`src/rtl/apb_mem_pkg.sv`:
```
// Shared types and helpers for the APB register-file slave (apb_mem_slave).
package apb_mem_pkg;

    typedef enum logic {
        IDLE   = 1'b0,
        ACCESS = 1'b1
    } apb_state_e;

    localparam int WAIT_W = 4;

    // Flags a byte address that is not word aligned or lies past the last word.
    function automatic logic addr_err(input logic [31:0] paddr, input int depth, input int lb);
        logic [31:0] w_mask;
        w_mask = (32'd1 << lb) - 32'd1;
        return ((paddr & w_mask) != 32'd0) || ((paddr >> lb) >= 32'(depth));
    endfunction

endpackage

```
`src/rtl/apb_wait_ctrl.sv`:
```
// Transfer FSM for apb_mem_slave: setup/access sequencing, wait-state counter,
// PREADY/PSLVERR generation and the write-commit / read-load strobes.
module apb_wait_ctrl
    import apb_mem_pkg::*;
#(
    parameter int WAIT_CYCLES = 0
) (
    input  logic i_clk,
    input  logic i_rst_n,
    input  logic i_psel,
    input  logic i_penable,
    input  logic i_write,
    input  logic i_err,
    output logic o_setup,
    output logic o_pready,
    output logic o_pslverr,
    output logic o_wr_commit,
    output logic o_rd_load,
    output logic o_rd_err
);

    apb_state_e        r_state;
    apb_state_e        w_state_nxt;
    logic [WAIT_W-1:0] r_cnt;
    logic [WAIT_W-1:0] w_cnt_nxt;
    logic              r_write;
    logic              r_err;
    logic              w_setup;
    logic              w_xfer;

    // A setup phase is accepted in any state, so an abort with a new setup restarts cleanly.
    assign w_setup = i_psel & ~i_penable;
    assign w_xfer  = i_psel & i_penable;

    always_ff @(posedge i_clk or negedge i_rst_n) begin
        if (!i_rst_n) begin
            r_state <= IDLE;
            r_cnt   <= '0;
            r_write <= 1'b0;
            r_err   <= 1'b0;
        end else begin
            r_state <= w_state_nxt;
            r_cnt   <= w_cnt_nxt;
            if (w_setup) begin
                r_write <= i_write;
                r_err   <= i_err;
            end
        end
    end

    always_comb begin
        w_state_nxt = r_state;
        w_cnt_nxt   = r_cnt;
        if (w_setup) begin
            w_state_nxt = ACCESS;
            w_cnt_nxt   = WAIT_W'(WAIT_CYCLES);
        end else if (r_state == ACCESS) begin
            if (!w_xfer || (r_cnt == '0)) begin
                w_state_nxt = IDLE;
            end else begin
                w_cnt_nxt = r_cnt - WAIT_W'(1);
            end
        end
    end

    always_comb begin
        o_setup     = w_setup;
        o_pready    = (r_state == ACCESS) && (r_cnt == '0);
        o_pslverr   = o_pready & r_err;
        o_wr_commit = o_pready & w_xfer & r_write & ~r_err;
        o_rd_load   = 1'b0;
        o_rd_err    = r_err;
        // Read data is loaded on the edge that raises PREADY.
        if (WAIT_CYCLES == 0) begin
            o_rd_load = w_setup & ~i_write;
            o_rd_err  = i_err;
        end else begin
            o_rd_load = (r_state == ACCESS) && w_xfer && (r_cnt == WAIT_W'(1)) && !r_write;
        end
    end

endmodule

```
`src/rtl/apb_mem_slave.sv`:
```
// APB slave backed by a byte-lane register file with configurable wait states.
// Define APB_MEM_PSTRB_EN to add the PSTRB port and per-lane write strobes.
module apb_mem_slave
    import apb_mem_pkg::*;
#(
    parameter int DATA_W      = 32,
    parameter int ADDR_W      = 8,
    parameter int DEPTH       = 16,
    parameter int WAIT_CYCLES = 0
) (
    input  logic              PCLK,
    input  logic              PRESETn,
    input  logic              PSEL,
    input  logic              PENABLE,
    input  logic              PWRITE,
    input  logic [ADDR_W-1:0] PADDR,
    input  logic [DATA_W-1:0] PWDATA,
`ifdef APB_MEM_PSTRB_EN
    input  logic [DATA_W/8-1:0] PSTRB,
`endif
    output logic [DATA_W-1:0] PRDATA,
    output logic              PREADY,
    output logic              PSLVERR
);

    localparam int NB    = DATA_W / 8;
    localparam int LB    = $clog2(NB);
    localparam int IDX_W = (DEPTH > 1) ? $clog2(DEPTH) : 1;

    logic [IDX_W-1:0]    w_idx;
    logic [IDX_W-1:0]    r_idx;
    logic [IDX_W-1:0]    w_rd_idx;
    logic                w_err;
    logic [NB-1:0]       w_lane_we;
    logic [NB-1:0][7:0]  w_rd_word;
    logic [DATA_W-1:0]   r_prdata;
    logic                w_setup;
    logic                w_wr_commit;
    logic                w_rd_load;
    logic                w_rd_err;

    assign w_idx = IDX_W'(PADDR >> LB);

`ifdef APB_MEM_PSTRB_EN
    // A read must not carry strobes; a write only touches the strobed lanes.
    assign w_err     = addr_err(32'(PADDR), DEPTH, LB) | (~PWRITE & (|PSTRB));
    assign w_lane_we = PSTRB;
`else
    assign w_err     = addr_err(32'(PADDR), DEPTH, LB);
    assign w_lane_we = '1;
`endif

    apb_wait_ctrl #(
        .WAIT_CYCLES(WAIT_CYCLES)
    ) u_wait_ctrl (
        .i_clk      (PCLK),
        .i_rst_n    (PRESETn),
        .i_psel     (PSEL),
        .i_penable  (PENABLE),
        .i_write    (PWRITE),
        .i_err      (w_err),
        .o_setup    (w_setup),
        .o_pready   (PREADY),
        .o_pslverr  (PSLVERR),
        .o_wr_commit(w_wr_commit),
        .o_rd_load  (w_rd_load),
        .o_rd_err   (w_rd_err)
    );

    always_ff @(posedge PCLK or negedge PRESETn) begin
        if (!PRESETn) begin
            r_idx <= '0;
        end else if (w_setup) begin
            r_idx <= w_idx;
        end
    end

    // With no wait states the read happens on the setup edge, before r_idx is loaded.
    assign w_rd_idx = (WAIT_CYCLES == 0) ? w_idx : r_idx;

    for (genvar g = 0; g < NB; g++) begin : g_lane
        logic [7:0] r_lane [DEPTH];

        always_ff @(posedge PCLK or negedge PRESETn) begin
            if (!PRESETn) begin
                for (int i = 0; i < DEPTH; i++) begin
                    r_lane[i] <= '0;
                end
            end else if (w_wr_commit && w_lane_we[g]) begin
                r_lane[r_idx] <= PWDATA[g*8 +: 8];
            end
        end

        assign w_rd_word[g] = r_lane[w_rd_idx];
    end

    always_ff @(posedge PCLK or negedge PRESETn) begin
        if (!PRESETn) begin
            r_prdata <= '0;
        end else if (w_rd_load) begin
            r_prdata <= w_rd_err ? '0 : w_rd_word;
        end
    end

    assign PRDATA = r_prdata;

endmodule

```
`config.mk`:
```
export PLATFORM = sky130hd
export DESIGN_NAME = apb_mem_slave
export DESIGN_NICKNAME = d
export VERILOG_FILES = /design/src/rtl/apb_mem_pkg.sv /design/src/rtl/apb_wait_ctrl.sv /design/src/rtl/apb_mem_slave.sv
export SDC_FILE = /design/constraint.sdc
export NUM_CORES = 1
export LEC_CHECK = 0
export BUFFER_PORTS_ARGS = -buffer_cell sky130_fd_sc_hd__buf_2
export CAP_MARGIN = 15
export CORE_UTILIZATION = 50
export CTS_BUF_LIST = sky130_fd_sc_hd__clkbuf_16
export DETAILED_ROUTE_END_ITERATION = 10
export HOLD_SLACK_MARGIN = 0.03
export MAX_ROUTING_LAYER = met4
export PLACE_DENSITY = 0.69
export SYNTH_ARGS = -nofsm -noshare
export SYNTH_HDL_FRONTEND = slang
export SYNTH_SLANG_ARGS = --single-unit
```
`constraint.sdc`:
```
create_clock -name PCLK -period 2.2 [get_ports PCLK]
set_clock_uncertainty 0.2 [all_clocks]
set_input_delay 0.11 -clock PCLK [delete_from_list [all_inputs] [get_ports PCLK]]
set_output_delay 0.11 -clock PCLK [all_outputs]
set_load 0.01 [all_outputs]
```
==> key figures, run 1 <==
Cells and area
  • Fill cells: between 3,000 and 4,000
  • NumNets Final: between 1,500 and 2,000
  • Ratio of cells with drive above 1 in the final layout: between 50% and 60%
  • Finished Layout Cells: 2,435
  • Fin area: 29,800 µm²
  • P&R area growth vs syn: 20.2%

Global routing
  • Largest net degree at the start of global routing: 85
  • Met2 usage: 39.8%
  • GRT met1 Usage: approximately 35%
  • Vias in the first global route: 15,546
  • Total grt overflow: 0
  • Initial antenna violation count: 1
  • First-pass GRT wire length: between 90 and 100 mm
  • Met3 usage: 3.55%
  • Layer carrying the most global-route usage: met2
  • Total track usage: ~25%

Clock tree
  • Clk sinks: 555
  • H-tree depth: 2
  • Clk slew on worst S/H paths: about 0.060 ns
  • Max Buffers Root-to-Sink: 3
  • TritonCTS Buffers: 57
  • CTS tree: done
  • Worst skew pair latency: 0.61 ns
  • Root Driver: clkbuf_16

Critical path
  • Worst path most repeated cell: buf_4
  • Crit Path Category: reg2reg
  • Crit path max-delay cell type: dfrtp_1
  • FF-to-FF End: g_lane[1].r_lane[74]$_DFFE_PN0P_
  • CP required: 2.49 ns
  • R2R Path Start: u_wait_ctrl.r_cnt[0]$_DFFE_PN0P_
  • R2R cell count: 9
  • Critical path startpoint category: register
  • Max incr delay on CP: between 0.3 and 0.4 ns
  • Worst path arrival time: about 2.8 ns
  • CP cell instances: inv_1, ha_2, and4bb_2, nand4_4, buf_4, nor3_2, buf_4, buf_12, mux2_2
  • Maximum fanout along the worst path: 14
  • FF-to-FF setup slack: -0.31 ns
  • Worst setup EP type: register

Synthesis
  • Cells after Synth: 1,553
  • Yosys top cell by area: dfrtp_1
  • FF+latch count, synth: between 500 and 600
  • Commonest register cell after synthesis: dfrtp_1
  • FFs w/ async S/R, synth: 100%
  • Synth top area cells: dfrtp_1 56%, mux2_2 23%, mux4_2 12%
  • Post-synth top cells: 555 x dfrtp_1, 508 x mux2_2, 128 x mux4_2
  • Net Count, Synth: ~1,600
  • Mean post-synth cell area: 16.0 µm²
  • Syn. warnings: 0
  • Mapped Area: roughly 25,000 µm²
  • Sequential share of the synthesized area: ~56%
  • Top-area cell type share of the netlist area: between 50 and 60%
  • EDFF count, synth: 0
  • Most frequent cell after synthesis: dfrtp_1
  • Synth unique cells: 32

Route
  • Antenna-violating nets left: 0
  • DR vias/cell: between 5 and 6
  • Pre-Repair DR Iteration Count: 5
  • Vias: about 14,000
  • Initial DRC count: between 800 and 900
  • DRC viols: 0
  • DRT Wirelength: slightly above 60 mm
  • Drt wl/cell: between 20 and 30 µm

Power
  • LEAKAGE: 14.7 nW
  • Max VDD drop: between 0.0005 and 0.0006 V
  • Total power draw: 21.9 mW
  • Pwr dens: 733 nW/µm²

Floorplanning
  • Horiz. Die Dim: 225 µm
  • Initial Util: around half
  • Die height: around 220 µm
  • I/O Pins: 79
  • CORE AREA: a little under 50,000 µm²
  • Num rows: slightly above 80
  • Die area: between 50,000 and 60,000 µm²

Job
  • Max_cap viols: 0

STA
  • Final hold violations: 0
  • Final WS setup: -0.312 ns
  • Hold WS: 0.131 ns
  • FMAX: ~400 MHz
  • Fraction of the cycle the final worst path needs: 114%
  • Slew Limit Fails: 0
  • Final setup viols: ~510
  • Least-Margin Pin Slew: around 0.62 ns
  • Tmin final: about 2.5 ns
  • RSZ-0062 raised after global routing: true
  • Max-slew headroom: between 50% and 60%

Placement
  • Pre-CTS WS: -0.277 ns
  • Post-place instance area: approximately 27,000 µm²
  • Routability Congestion: ~0.75
  • Hpwl dp: ~35 mm
  • Buffers on Ports: 78
  • Placed cells: between 2,000 and 2,500

Min path
  • Hold path depth: 6
  • Worst hold start: PADDR[6]
  • Type of the worst min-delay path: in2reg
  • Worst Hold Endpoint: PRDATA[31]$_DFFE_PN0P_

Run status
  • Violated checks: negative setup slack
  • Outcome: complete, but fails checks
layer usage:
layer	up-vias	share of wire, %
li1	6092	-
met1	7734	44
met2	300	49
met3	78	5.6
met4	0	1.9
met5	-	0
stage by stage:
stage / TNS [ns] / util, %
after global routing: -134.64 / 60.9
after detailed placement: -90.18 / 54.7
final: -89.18 / 60.9
after floorplan: -59.70 / -
after global placement: -82.39 / 54.7
after CTS: -81.10 / 60.0
cells by family (layout without fill, tap and decap cells):
family | after synthesis | in the layout | synth area share [%]
buffers and inverters | 132 | 349 | 2.58
multiplexers | 704 | 704 | 37.7
adder cells (fa/ha/maj) | 1 | 1 | 0.0504
AO/OA/AOI/OAI | 35 | 35 | 1.03
other | 0 | 1 | 0
AND/OR/NAND/NOR | 124 | 124 | 2.58
XOR/XNOR | 2 | 2 | 0.0706
flip-flops | 555 | 555 | 56.0
area by class of cell:
| cell class | instances | area (µm²) | share of cell area, % |
|---|---|---|---|
| Clock buffer | 58 | 1450 | 4.87 |
| Clock inverter | 44 | 415 | 1.39 |
| Inverter | 2 | 7.51 | 0.0252 |
| Timing Repair Buffer | 245 | 2680 | 8.97 |
| Multi-Input combinational cell | 866 | 10600 | 35.4 |
| Sequential cell | 555 | 13900 | 46.6 |
| Antenna cell | 1 | 2.50 | 0.00839 |
| Tap cell | 664 | 831 | 2.79 |
worst max path at each step:
stage	from	to	slack (ns)	depth (start not counted)
floorplan	u_wait_ctrl.r_cnt[0]$_DFFE_PN0P_	g_lane[0].r_lane[120]$_DFFE_PN0P_	-0.18	8
global placement	u_wait_ctrl.r_cnt[0]$_DFFE_PN0P_	g_lane[2].r_lane[106]$_DFFE_PN0P_	-0.24	8
detailed placement	u_wait_ctrl.r_cnt[0]$_DFFE_PN0P_	g_lane[3].r_lane[68]$_DFFE_PN0P_	-0.28	8
CTS	u_wait_ctrl.r_cnt[0]$_DFFE_PN0P_	g_lane[0].r_lane[114]$_DFFE_PN0P_	-0.24	9
global route	u_wait_ctrl.r_cnt[0]$_DFFE_PN0P_	g_lane[1].r_lane[74]$_DFFE_PN0P_	-0.41	9
finish	u_wait_ctrl.r_cnt[0]$_DFFE_PN0P_	g_lane[1].r_lane[74]$_DFFE_PN0P_	-0.31	9
cell usage in the layout (no fill, tap or decap), types with 4 or more instances in the layout:
master and count:
dfrtp_1 555, mux2_2 482, mux4_2 128, nand2_1 84, buf_2 74, clkbuf_16 67, mux2_1 55, buf_4 50
dlygate4sd3_1 48, buf_12 47, mux2_4 39, a22oi_1 32, clkinv_1 18, nor3_4 11, buf_6 9, bufinv_16 8
inv_1 7, clkinv_2 7, nand2b_1 5, clkinvlp_4 5, buf_16 5, nand3_1 4
repair_timing:
item | CTS | global route
endpoints found under the hold margin | 1110 | 0
pin swaps | 1 | 3
buffers inserted | 5 | 6
gates resized for setup | 12 | 57
gates cloned | 5 | 10
hold buffers | 49 | 0
setup endpoints to repair | 513 | 513
state kept, by name (all words and copies together), names as in the netlist:
register	count
PRDATA	32
u_wait_ctrl.r_write	1
u_wait_ctrl.r_cnt	4
u_wait_ctrl.r_err	1
g_lane.r_lane	512
u_wait_ctrl.r_state	1
r_idx	4
critical path: cells and delay by family (launching register included):
kind	cells	cell delay [ns]
flip-flops	1	0.38
AND/OR/NAND/NOR	3	0.60
adder cells (fa/ha/maj)	1	0.17
buffers and inverters	4	0.67
multiplexers	1	0.35
power by group:
group	switching, mW	internal, mW	total (mW)
Clock	4.00	5.69	9.69
Combinational	0.778	0.712	1.49
Sequential	0.164	10.5	10.7
Power figures use the tool's default switching activity.
==> inputs of run 2 (changes only) <==
- REMOVE_ABC_BUFFERS: unset -> 1
- SKIP_LAST_GASP: unset -> 1
==> key figures, run 2 (synthesis gave the netlist of run 1 again) <==
Critical path
  • Crit Path Category: reg2reg
  • Crit path max-delay cell type: dfrtp_1
  • Critical path startpoint category: register
  • R2R cell count: 9
  • Worst path most repeated cell: buf_12
  • Worst path arrival time: 2.87 ns
  • Buf+Inv Stages, Crit Path: 4
  • Maximum fanout along the worst path: 9
  • Max incr delay on CP: approximately 0.37 ns
  • CP delay by family, top: simple AND/OR/NAND/NOR gates
  • CP required: around 2.5 ns
  • CP Depth: 9
  • Worst setup EP type: register
  • CP cell instances: inv_1, ha_4, and4bb_2, nand4_4, buf_12, nor3_2, buf_4, buf_12, mux2_2

Clock tree
  • Clk slew on worst S/H paths: ~0.060 ns
  • H-tree depth: 2
  • TritonCTS Buffers: 57
  • Worst skew pair latency: 0.62 ns
  • Max Buffers Root-to-Sink: 3
  • Root Driver: clkbuf_16
  • Clk sinks: ~560
  • CTS tree: done

Route
  • Drt wl/cell: around 26 µm
  • Pre-Repair DR Iteration Count: 4
  • DRC viols: 0
  • DR vias/cell: 5.85
  • Antenna-violating nets left: 0
  • Initial DRC count: between 1,000 and 1,500
  • Vias: ~15,000
  • DRT Wirelength: 64.7 mm

Global routing
  • Vias in the first global route: roughly 16,000
  • First-pass GRT wire length: slightly above 90 mm
  • Total grt overflow: 0
  • Largest net degree at the start of global routing: between 70 and 80
  • Total track usage: 25.2%
  • Initial antenna violation count: 3

Run status
  • Violated checks: negative setup slack
  • Outcome: complete, but fails checks

Cells and area
  • Max reg flops: approximately 510
  • Fill cells: 3,409
  • Ratio of cells with drive above 1 in the final layout: between 50% and 60%
  • NumNets Final: 1,818
  • P&R area growth vs syn: 25.7%
  • Multi-input gate area in the final layout: approximately 11,000 µm²
  • Most frequent cells in the layout: 555 x dfrtp_1, 365 x mux2_2, 188 x mux2_4, 128 x mux4_2, 84 x nand2_1
  • Fin area: 31,200 µm²
  • Commonest non-fill, non-tap cell in the layout: dfrtp_1
  • Finished Layout Cells: 2,487
  • Biggest register: g_lane.r_lane
  • FF/Latch Area: between 10,000 and 15,000 µm²

Placement
  • Post-place instance area: 26,800 µm²
  • Hpwl dp: 33.7 mm
  • Buffers on Ports: 78
  • Placed cells: ~2,300
  • Routability Congestion: between 0.7 and 0.8

Floorplanning
  • I/O Pins: 79
  • CORE AREA: a little under 50,000 µm²
  • Initial Util: between 50% and 60%
  • Horiz. Die Dim: roughly 220 µm
  • Num rows: about 80
  • Die height: between 200 and 250 µm
  • Die area: 50,500 µm²

STA
  • RSZ-0062 raised after global routing: true
  • Fraction of the cycle the final worst path needs: 118%
  • Tmin final: approximately 2.6 ns
  • FMAX: slightly below 400 MHz
  • Final setup viols: roughly 520
  • Least-Margin Pin Slew: between 0.4 and 0.5 ns
  • Final hold violations: 0
  • Setup TNS: -114.28 ns
  • Max-slew headroom: between 60% and 70%
  • Final WS setup: -0.389 ns
  • Slew Limit Fails: 0

Min path
  • Type of the worst min-delay path: in2reg
  • Hold path depth: 6

Power
  • LEAKAGE: about 15 nW
  • Max VDD drop: ~0.00066 V
  • Pwr dens: between 600 and 700 nW/µm²

Job
  • Max_cap viols: 0
## run 2: stage by stage
step           worst slack [ns]  util (%)  power [mW]  hold WS (ns)
2_1_floorplan             -2.12         -        11.4        -0.386
3_3_place_gp             -0.310      54.7        12.2        -0.117
3_5_place_dp             -0.350      54.7        12.2        -0.117
4_1_cts                  -0.320      60.7        21.7        0.0893
5_1_grt                  -0.440      63.7        22.4         0.137
6_report                 -0.389      63.7        21.7         0.110
## run 2: what timing repair did
item | CTS | global route
resized for setup | 42 | 239
hold buffers | 49 | 0
endpoints found under the hold margin | 1110 | 0
endpoints found under the setup margin | 513 | 529
setup buffers | 14 | 20
cloned | 12 | 23
pin swaps | 8 | 9
## run 2: cell type report
class | instances | area share (%)
Clock inverter | 49 | 1.17
Multi-Input combinational cell | 866 | 35.7
Timing Repair Buffer | 290 | 11.3
Inverter | 2 | 0.0241
Antenna cell | 3 | 0.0241
Tap cell | 664 | 2.66
Clock buffer | 58 | 4.65
Sequential cell | 555 | 44.5
## run 2: layer usage
metal	track usage, %	up-vias	part of all wire, %
met4	7.37	0	2.6
li1	-	6195	-
met3	3.71	112	5.3
met1	35.0	7869	44
met2	38.7	363	48
met5	-	-	0
## run 2: tightest hold or removal path: stages
cell and delay (ns):
buf_2 0.07, nor4_1 0.05, and4b_2 0.25, buf_12 0.17
a22oi_1 0.15, nand2_1 0.07
## run 2: final timing paths
kind | slack (ns) | start | end
worst max-delay path | -0.39 | u_wait_ctrl.r_cnt[0]$_DFFE_PN0P_ | g_lane[1].r_lane[66]$_DFFE_PN0P_
worst min-delay path | 0.11 | PADDR[6] | PRDATA[19]$_DFFE_PN0P_
worst max register to register | -0.39 | u_wait_ctrl.r_cnt[0]$_DFFE_PN0P_ | g_lane[1].r_lane[66]$_DFFE_PN0P_
worst min register to register | 0.28 | g_lane[0].r_lane[12]$_DFFE_PN0P_ | g_lane[0].r_lane[12]$_DFFE_PN0P_
max in group asynchronous | 0.82 | PRESETn | g_lane[2].r_lane[71]$_DFFE_PN0P_
min in group asynchronous | 0.56 | PRESETn | g_lane[1].r_lane[4]$_DFFE_PN0P_
## run 2: power breakdown
group	leakage, nW	total (mW)	internal (mW)	switching, mW
registers	7.71	10.7	10.5	0.175
clock network	0.935	9.44	5.36	4.09
logic	6.58	1.58	0.792	0.793
==> inputs of run 3 (changes only) <==
- BUFFER_PORTS_ARGS: -buffer_cell sky130_fd_sc_hd__buf_2 -> -buffer_cell sky130_fd_sc_hd__buf_4
==> key figures, run 3 (synthesis gave the netlist of run 1 again) <==
Run status
  • Outcome: complete, but fails checks
  • Violated checks: negative setup slack

Cells and area
  • Max reg flops: 512
  • Biggest register: g_lane.r_lane
  • P&R area growth vs syn: 21.0%
  • Most frequent cells in the layout: 555 x dfrtp_1, 508 x mux2_2, 128 x mux4_2, 122 x buf_4, 84 x nand2_1
  • Commonest non-fill, non-tap cell in the layout: dfrtp_1
  • Finished Layout Cells: about 2,500
  • Fin area: 30,000 µm²
  • Ratio of cells with drive above 1 in the final layout: between 50 and 60%
  • Fill cells: 3,621
  • NumNets Final: around 1,800
  • Util after Layout: 61.4%

Floorplanning
  • Initial Util: between 50% and 60%
  • Num rows: 81
  • Die height: 225 µm
  • I/O Pins: between 70 and 80
  • Die area: roughly 50,000 µm²
  • CORE AREA: ~50,000 µm²
  • Horiz. Die Dim: around 220 µm

Global routing
  • Total grt overflow: 0
  • Total track usage: between 20% and 30%
  • Vias in the first global route: about 15,000
  • First-pass GRT wire length: 92.3 mm
  • Initial antenna violation count: 3
  • Largest net degree at the start of global routing: 60

Critical path
  • Worst path arrival time: 2.82 ns
  • R2R cell count: 8
  • Critical path startpoint category: register
  • Maximum fanout along the worst path: 8
  • Crit Path Category: reg2reg
  • Worst setup EP type: register
  • CP required: roughly 2.5 ns

Power
  • NetSw: about 5 mW
  • Sw frac: 23.6%
  • Int Pwr: between 15 and 20 mW
  • Pwr dens: just over 700 nW/µm²
  • Total power draw: around 21 mW
  • LEAKAGE: 14.8 nW
  • Max VDD drop: 0.000563 V
  • Clock power frac: a little over two fifths
  • Comb pwr share: under 10%
  • Flop pwr share: about 50%

STA
  • Tmin final: 2.53 ns
  • Slew Limit Fails: 0
  • FMAX: approximately 400 MHz
  • Final hold violations: 0
  • Least-Margin Pin Slew: ~0.63 ns
  • Fraction of the cycle the final worst path needs: 115%
  • Final WS setup: -0.332 ns
  • Max-slew headroom: slightly below 60%
  • Final setup viols: 514
  • RSZ-0062 raised after global routing: true

Route
  • Drt wl/cell: ~25 µm
  • DR vias/cell: between 5 and 6
  • DRT Wirelength: 62.2 mm
  • Antenna-violating nets left: 0
  • Vias: 14,412
  • Initial DRC count: ~910
  • Pre-Repair DR Iteration Count: 7
  • DRC viols: 0

Min path
  • Type of the worst min-delay path: in2reg
  • Hold path depth: 6

Placement
  • Post-place instance area: between 20,000 and 30,000 µm²
  • Placed cells: ~2,300
  • Buffers on Ports: ~80
  • Pre-CTS WS: -0.375 ns
  • Hpwl dp: between 30 and 40 mm
  • Routability Congestion: 0.748

Job
  • Max_cap viols: 0

Clock tree
  • Worst skew pair latency: just over 0.6 ns
  • TritonCTS Buffers: a little under 60
  • Clk sinks: about 560
  • Max Buffers Root-to-Sink: 3
  • Clk slew on worst S/H paths: approximately 0.060 ns
  • CTS tree: done
  • H-tree depth: 2
  • Root Driver: clkbuf_16
[run 3: worst max-delay path, cell delays in order (launching register included)]
cell      delay [ns]
dfrtp_1         0.37
inv_1           0.06
ha_2            0.17
and4bb_2        0.27
nand4_4         0.13
or4_4           0.59
buf_6           0.17
buf_16          0.15
mux2_4          0.30
[run 3: timing repair]
action	4_1_cts	5_1_grt
hold endpoints to repair	1110	0
gates resized for setup	52	24
hold buffers	48	0
endpoints found under the setup margin	513	541
pin swaps	2	5
cloned	7	18
setup buffers	14	14
[run 3: final timing paths]
path | to | slack (ns) | from
min | PRDATA[20]$_DFFE_PN0P_ | 0.14 | PADDR[0]
min in group asynchronous | g_lane[2].r_lane[8]$_DFFE_PN0P_ | 0.40 | PRESETn
max in group asynchronous | g_lane[1].r_lane[127]$_DFFE_PN0P_ | 0.62 | PRESETn
max | g_lane[2].r_lane[122]$_DFFE_PN0P_ | -0.33 | u_wait_ctrl.r_cnt[0]$_DFFE_PN0P_
max reg2reg | g_lane[2].r_lane[122]$_DFFE_PN0P_ | -0.33 | u_wait_ctrl.r_cnt[0]$_DFFE_PN0P_
min reg2reg | g_lane[0].r_lane[12]$_DFFE_PN0P_ | 0.28 | g_lane[0].r_lane[12]$_DFFE_PN0P_
[run 3: final cells by class]
| class | instances | area [µm²] | share of cell area, % |
|---|---|---|---|
| clock inverter | 51 | 284 | 0.946 |
| sequential | 555 | 13900 | 46.2 |
| multi-input combinational | 866 | 10500 | 35.0 |
| tap | 664 | 831 | 2.77 |
| timing repair buffer | 260 | 2990 | 9.96 |
| antenna | 3 | 7.51 | 0.0250 |
| inverter | 2 | 7.51 | 0.0250 |
| clock buffer | 60 | 1500 | 5.00 |
[run 3: metal layers]
| metal | wire length, µm | track usage [%] | vias up | part of all wire (%) |
|---|---|---|---|---|
| li1 | - | - | 6131 | - |
| met1 | 28000 | 34.0 | 7845 | 45 |
| met2 | 29200 | 38.8 | 335 | 47 |
| met3 | 3410 | 3.96 | 101 | 5.5 |
| met4 | 1550 | 6.10 | 0 | 2.5 |
| met5 | 0 | - | - | 0 |
[run 3: per-stage QoR]
| step | hold slack (ns) | setup TNS, ns |
|---|---|---|
| floorplan | -0.386 | -702.67 |
| global placement | -0.0809 | -105.37 |
| detailed placement | -0.0751 | -121.45 |
| CTS | 0.110 | -110.09 |
| global route | 0.155 | -161.74 |
| finish | 0.137 | -115.96 |
[run 3: power groups by stage]
stage / combinational, mW / sequential [mW] / clock, mW
global route: 1.66 / 10.7 / 9.77
CTS: 1.54 / 10.7 / 9.37
detailed placement: 1.42 / 10.9 / 0
global placement: 1.38 / 10.8 / 0
floorplan: 0.596 / 10.8 / 0
finish: 1.52 / 10.7 / 9.18
